**config.mk**
```make
export PLATFORM = sky130hd
export DESIGN_NAME = exception_ctrl
export DESIGN_NICKNAME = d
export VERILOG_FILES = /design/src/rtl/exception_ctrl_pkg.sv /design/src/rtl/exception_ctrl_exc_priority_sel.sv /design/src/rtl/exception_ctrl.sv
export SDC_FILE = /design/constraint.sdc
export NUM_CORES = 1
export LEC_CHECK = 0
export BUFFER_PORTS_ARGS = -buffer_cell sky130_fd_sc_hd__buf_2
export CORE_MARGIN = 3
export CORE_UTILIZATION = 32
export CTS_BUF_LIST = sky130_fd_sc_hd__clkbuf_8
export CTS_CLUSTER_SIZE = 20
export DETAILED_ROUTE_END_ITERATION = 8
export GPL_ROUTABILITY_DRIVEN = 0
export PLACE_DENSITY_LB_ADDON = 0.15
export SETUP_SLACK_MARGIN = 0.4
export SLEW_MARGIN = 30
export SYNTH_ARGS = -nofsm -noshare
export SYNTH_HDL_FRONTEND = slang
export SYNTH_HIERARCHICAL = 1
export SYNTH_SLANG_ARGS = --single-unit
```
**constraint.sdc**
```tcl
create_clock -name clk -period 1.9 [get_ports clk]
set_input_delay 0.095 -clock clk [delete_from_list [all_inputs] [get_ports clk]]
set_output_delay 0.095 -clock clk [all_outputs]
set_load 0.01 [all_outputs]
```
**src/rtl/exception_ctrl_pkg.sv**
```systemverilog
// Shared definitions for the commit-stage exception sequencer: ExcCodes,
// FSM state encoding and CP0 Status/Cause bit positions.
package exception_ctrl_pkg;

  localparam logic [4:0] EXC_INT  = 5'h00;
  localparam logic [4:0] EXC_ADEL = 5'h04;
  localparam logic [4:0] EXC_ADES = 5'h05;
  localparam logic [4:0] EXC_SYS  = 5'h08;
  localparam logic [4:0] EXC_BP   = 5'h09;
  localparam logic [4:0] EXC_RI   = 5'h0A;
  localparam logic [4:0] EXC_OV   = 5'h0C;
  localparam logic [4:0] EXC_TR   = 5'h0D;
  localparam logic [4:0] EXC_ERET = 5'h0E;

  localparam int STATUS_IE  = 0;
  localparam int STATUS_EXL = 1;
  localparam int IM_LO      = 8;
  localparam int IM_HI      = 15;
  localparam int IP_LO      = 8;
  localparam int IP_HI      = 15;

  typedef enum logic [1:0] {
    S_IDLE     = 2'd0,
    S_STROBE   = 2'd1,
    S_FLUSH    = 2'd2,
    S_REDIRECT = 2'd3
  } state_e;

endpackage

```
**src/rtl/exception_ctrl_exc_priority_sel.sv**
```systemverilog
// Combinational winner selection among interrupt, slot 1 and slot 2 events.
module exc_priority_sel
  import exception_ctrl_pkg::*;
(
  input  logic       int_pending_i,
  input  logic       slot1_valid_i,
  input  logic       slot1_exc_valid_i,
  input  logic [4:0] slot1_exc_code_i,
  input  logic       slot2_exc_valid_i,
  input  logic [4:0] slot2_exc_code_i,
  output logic       sel_valid_o,
  output logic [4:0] sel_code_o,
  output logic       sel_first_o
);

  // An interrupt needs a real slot-1 instruction to attach its EPC to.
  always_comb begin
    sel_valid_o = 1'b0;
    sel_code_o  = 5'h00;
    sel_first_o = 1'b0;
    if (int_pending_i && slot1_valid_i) begin
      sel_valid_o = 1'b1;
      sel_code_o  = EXC_INT;
      sel_first_o = 1'b1;
    end else if (slot1_exc_valid_i) begin
      sel_valid_o = 1'b1;
      sel_code_o  = slot1_exc_code_i;
      sel_first_o = 1'b1;
    end else if (slot2_exc_valid_i) begin
      sel_valid_o = 1'b1;
      sel_code_o  = slot2_exc_code_i;
      sel_first_o = 1'b0;
    end
  end

endmodule

```
**src/rtl/exception_ctrl.sv**
```systemverilog
// Commit-stage exception/interrupt sequencer: CP0 strobe, flush, then redirect.
// Optional macro EXC_CTRL_INT_SYNC_EN routes int_i through a 2-flop synchronizer.
module exception_ctrl
  import exception_ctrl_pkg::*;
#(
  parameter int          FLUSH_CYCLES = 2,
  parameter logic [31:0] VEC_OFFSET   = 32'h0000_0000
) (
  input  logic        clk,
  input  logic        resetn,
  input  logic        slot1_exc_valid_i,
  input  logic [4:0]  slot1_exc_code_i,
  input  logic        slot1_valid_i,
  input  logic        slot2_exc_valid_i,
  input  logic [4:0]  slot2_exc_code_i,
  input  logic        commit_stall_i,
  input  logic [5:0]  int_i,
  input  logic [31:0] status_i,
  input  logic [31:0] cause_i,
  input  logic [31:0] epc_i,
  input  logic [31:0] ebase_i,
  input  logic        redirect_ready_i,
  output logic        exception_flag_o,
  output logic [4:0]  exception_type_o,
  output logic        exception_first_inst_o,
  output logic        flush_o,
  output logic        redirect_valid_o,
  output logic [31:0] redirect_pc_o,
  output logic        busy_o
);

  localparam logic [7:0] CNT_INIT = 8'(FLUSH_CYCLES - 1);

  logic [7:0] ip;
  logic       int_pending;
  logic       unused_bits;

`ifdef EXC_CTRL_INT_SYNC_EN
  logic [5:0] int_meta_q, int_sync_q;

  always_ff @(posedge clk or negedge resetn) begin
    if (!resetn) begin
      int_meta_q <= 6'h00;
      int_sync_q <= 6'h00;
    end else begin
      int_meta_q <= int_i;
      int_sync_q <= int_meta_q;
    end
  end

  assign ip          = {int_sync_q, cause_i[IP_LO+1:IP_LO]};
  assign unused_bits = ^{cause_i[31:IP_LO+2], cause_i[IP_LO-1:0],
                         status_i[31:IM_HI+1], status_i[IM_LO-1:STATUS_EXL+1]};
`else
  assign ip          = cause_i[IP_HI:IP_LO];
  assign unused_bits = ^{int_i, cause_i[31:IP_HI+1], cause_i[IP_LO-1:0],
                         status_i[31:IM_HI+1], status_i[IM_LO-1:STATUS_EXL+1]};
`endif

  assign int_pending = (|(ip & status_i[IM_HI:IM_LO])) & status_i[STATUS_IE]
                       & ~status_i[STATUS_EXL];

  logic       sel_valid;
  logic [4:0] sel_code;
  logic       sel_first;

  exc_priority_sel u_sel (
    .int_pending_i     (int_pending),
    .slot1_valid_i     (slot1_valid_i),
    .slot1_exc_valid_i (slot1_exc_valid_i),
    .slot1_exc_code_i  (slot1_exc_code_i),
    .slot2_exc_valid_i (slot2_exc_valid_i),
    .slot2_exc_code_i  (slot2_exc_code_i),
    .sel_valid_o       (sel_valid),
    .sel_code_o        (sel_code),
    .sel_first_o       (sel_first)
  );

  state_e      state_q, state_d;
  logic [7:0]  cnt_q, cnt_d;
  logic        flag_q, flag_d;
  logic [4:0]  type_q, type_d;
  logic        first_q, first_d;
  logic        flush_q, flush_d;
  logic        valid_q, valid_d;
  logic [31:0] pc_q, pc_d;
  logic        busy_q, busy_d;

  // Outputs are computed for the next state so every one of them is a flop.
  always_comb begin
    state_d = state_q;
    cnt_d   = cnt_q;
    flag_d  = 1'b0;
    type_d  = 5'h00;
    first_d = 1'b0;
    flush_d = 1'b0;
    valid_d = 1'b0;
    pc_d    = pc_q;
    busy_d  = 1'b1;
    case (state_q)
      S_IDLE: begin
        busy_d = 1'b0;
        pc_d   = 32'h0;
        if (!commit_stall_i && sel_valid) begin
          state_d = S_STROBE;
          cnt_d   = CNT_INIT;
          flag_d  = 1'b1;
          type_d  = sel_code;
          first_d = sel_first;
          flush_d = 1'b1;
          busy_d  = 1'b1;
        end
      end
      S_STROBE: begin
        // EPC is read here because CP0 leaves it untouched for ERET.
        pc_d = (type_q == EXC_ERET) ? epc_i : (ebase_i + VEC_OFFSET);
        if (cnt_q != 8'd0) begin
          state_d = S_FLUSH;
          flush_d = 1'b1;
        end else begin
          state_d = S_REDIRECT;
          valid_d = 1'b1;
        end
      end
      S_FLUSH: begin
        if (cnt_q <= 8'd1) begin
          cnt_d   = 8'd0;
          state_d = S_REDIRECT;
          valid_d = 1'b1;
        end else begin
          cnt_d   = cnt_q - 8'd1;
          flush_d = 1'b1;
        end
      end
      S_REDIRECT: begin
        if (redirect_ready_i) begin
          state_d = S_IDLE;
          busy_d  = 1'b0;
          pc_d    = 32'h0;
        end else begin
          valid_d = 1'b1;
        end
      end
      default: begin
        state_d = S_IDLE;
        busy_d  = 1'b0;
      end
    endcase
  end

  always_ff @(posedge clk or negedge resetn) begin
    if (!resetn) begin
      state_q <= S_IDLE;
      cnt_q   <= 8'd0;
      flag_q  <= 1'b0;
      type_q  <= 5'h00;
      first_q <= 1'b0;
      flush_q <= 1'b0;
      valid_q <= 1'b0;
      pc_q    <= 32'h0;
      busy_q  <= 1'b0;
    end else begin
      state_q <= state_d;
      cnt_q   <= cnt_d;
      flag_q  <= flag_d;
      type_q  <= type_d;
      first_q <= first_d;
      flush_q <= flush_d;
      valid_q <= valid_d;
      pc_q    <= pc_d;
      busy_q  <= busy_d;
    end
  end

  assign exception_flag_o       = flag_q;
  assign exception_type_o       = type_q;
  assign exception_first_inst_o = first_q;
  assign flush_o                = flush_q;
  assign redirect_valid_o       = valid_q;
  assign redirect_pc_o          = pc_q;
  assign busy_o                 = busy_q;

endmodule

```
==> qor.csv <==
metric,value,unit
status,"complete, no violations",
Pre-antenna DRT Iters,4,
setup TNS,0,ns
crit-path cells,buf_6 -> a22o_1 -> a221oi_2 -> a311oi_1 -> and2_4 -> or3_4 -> and3b_2 -> o211ai_1 -> xor2_1 -> nor2_1,
register area share after synthesis,0.4899,
largest net degree at the start of global routing,29,
htree depth,2,
Core Area,7888,um2
drt wl/cell,14.36,um
final hold violation count,0,
DR iter-0 viols,54,
Layout Area Growth over Synthesis,54.88,%
Die Wd,97.11,um
fraction of registers with async set/reset,1.000,
final setup fails,0,
Critical-path top delay cell,or3_4,
Peak supply drop,0.0005579,V
peak fanout along the critical path,5,
clock skew,0.01219,ns
# IOs,193,
Clock Tree Root,clkbuf_8,
clock tree from TritonCTS,done,
Post-Syn Instances,263,
Yosys reg bits,52,
CP required,2.10,ns
die area,9430,um2
max cap viols,0,
top-area cell type share of the netlist area,0.4899,
vias in the first global route,2629,
arrival time at the worst endpoint,1.87,ns
fin. max-slew vios,0,
detailed-route via count,2497,
CTS sink cnt,52,
synth top area cells,"dfrtp_1 49%, mux2i_1 12%, o21ai_0 6.4%",
Synth Cell Area,2656,um2
first-pass GRT wire length,12.65,mm
initial core utilization,0.3368,
Slew @ Worst Pin,0.6300,ns
"Reg clk slew, reported paths",0.10,ns
post-synth cell types,38,
total global-route track usage,0.1612,
Startpoint Class,primary input,
Final min period,1.668,ns
Yosys warning count,6,
vias per inst,4.659,
Syn Area/Cell,10.10,um2
CP Capture Type,flip-flop,
P_leak,2.029,nW
layout cells sized above 1,0.5023,
Max clock buf depth,2,
Fmax achieved,599.4,MHz
Final #Nets,593,
post-route ant nets,0,
height of the die,97.11,um
crit path kind,primary input to flip-flop,
Final Cycle Share,0.8781,
ANT cells,0,
Worst path max stage delay,0.33,ns
# DRC,0,
Routed WL,7.696,mm
unrepaired setup endpoints after global routing,yes,
TritonCTS Buffers,5,
R2R setup slack,0.26,ns
Clock Latency Late Sink,0.31,ns
top_reg_cell synth,dfrtp_1,
WHS,0.05217,ns
standard-cell row count,32,
dpl hpwl,5.336,mm
number of flops mapped to enable cells by yosys,0,
syn_nets,423,
initial antenna violation count,0,
Synth area leader,dfrtp_1,
GR Overflow Total,0,
Worst slew margin,0.5800,
Pwr Density,1290,nW/um2
Hold WC Path Type,primary input to flip-flop,
number of I/O port buffers,140,
## timing repair
| action | 4_1_cts | 5_1_grt |
|---|---|---|
| cloned | 2 | 3 |
| hold buffers | 1 | 0 |
| pin swaps | 20 | 5 |
| endpoints found under the setup margin | 50 | 52 |
| setup buffers | 8 | 4 |
| gates resized for setup | 32 | 20 |
| hold endpoints to repair | 25 | 0 |
## kinds of logic (layout without fill, tap and decap cells)
family                     Yosys count  after routing  share of synthesized area
buffers and inverters               21            191                    0.03768
and+or+nand+nor                     84             85                     0.1597
xor gates and xnor gates             6              6                    0.01978
DFF                                 52             52                     0.4899
muxes                               34             34                     0.1286
adders and majority gates            9              9                    0.04239
AOI/OAI and AO/OA                   57             57                     0.1220
## placed cells by master (no fill, tap or decap), drive strengths merged
cell and count:
buf 173, dfrtp 52, nand2 40, o21ai 34, mux2i 33, nor2 14, a21oi 9, ha 9
and2 7, inv 7, clkbuf 7, xor2 6, nand3b 5, o211ai 4, or2 3, a22oi 3
nor3 3, and3b 2, nand3 2, nor2b 2, nand4b 2, nor4 2, or3 2, nor4bb 1
a22o 1, a221oi 1, a311oi 1, a31oi 1, a21boi 1, mux2 1, o31ai 1, a2bb2oi 1
clkinvlp 1, bufinv 1, clkinv 1, dlygate4sd3 1
## final cells by class
cell class | count | area, um2
sequential | 52 | 1303
multi-input combinational | 191 | 1419
tap | 102 | 127.6
timing repair buffer | 176 | 1127
fill | 757 | 3774
clock inverter | 3 | 42.54
inverter | 7 | 26.28
clock buffer | 5 | 68.82
## state kept, by name (all words and copies together) (netlist names)
signal and count:
exception_type_o 5, exception_flag_o 1, state_q 2, busy_o 1
redirect_valid_o 1, redirect_pc_o 32, exception_first_inst_o 1, cnt_q 8
flush_o 1
## final timing paths
kind	from	endpoint	cells after the start
min in group asynchronous	resetn	redirect_pc_o[4]	2
worst max-delay path	cause_i[12]	cnt_q[7]	10
worst max register to register	cnt_q[3]	state_q[1]	4
worst min register to register	redirect_pc_o[1]	redirect_pc_o[1]	2
max in group asynchronous	resetn	redirect_pc_o[16]	3
worst min-delay path	ebase_i[22]	redirect_pc_o[22]	3
## stage by stage
stage               cells  total power, W    util  setup WS [ns]  instance area, um2
finish                536        0.005306  0.5216         0.2315                4114
global route          536        0.005736  0.5216         0.1576                4114
detailed placement    510        0.004050  0.4586        -0.1928                3617
CTS                   529        0.005270  0.4989         0.2220                3935
global placement      510        0.004022  0.4586        -0.1597                3617
floorplan             263        0.003073       -        -0.1162                2710
## where the power goes
group / internal (W) / switching [W] / total (W)
Combinational: 0.00134 / 0.00143 / 0.00277
Clock: 0.000390 / 0.000380 / 0.000770
Sequential: 0.00152 / 0.000245 / 0.00177
Total: 0.00325 / 0.00205 / 0.00531
## critical path, delay by kind of cell
family                 cells  cell delay (ns)
XOR/XNOR                   1             0.17
AO/OA/AOI/OAI              4             0.71
AND/OR/NAND/NOR            4             0.81
buffers and inverters      1             0.09
## synthesized netlist by cell type, types with 2 or more instances
cell type / number
ha_1: 9
dfrtp_1: 52
o211ai_1: 4
buf_4: 3
nor2b_1: 2
or3_1: 2
nand4b_1: 2
nand2_1: 40
nor3_1: 2
buf_2: 2
nor2_1: 14
nand3_1: 2
nand3b_1: 5
or2_2: 2
a22oi_1: 3
and2_1: 6
inv_1: 7
mux2i_1: 33
clkbuf_1: 8
xor2_1: 6
o21ai_0: 34
a21oi_1: 9
## metal layers
metal	vias to the layer above	wire length [um]	global-route usage
met5	-	0	0
met4	0	126	0.04860
met1	1137	3395	0.2022
li1	1250	-	-
met2	103	3625	0.2749
met3	7	548	0.03877
Power figures use the tool's default switching activity.
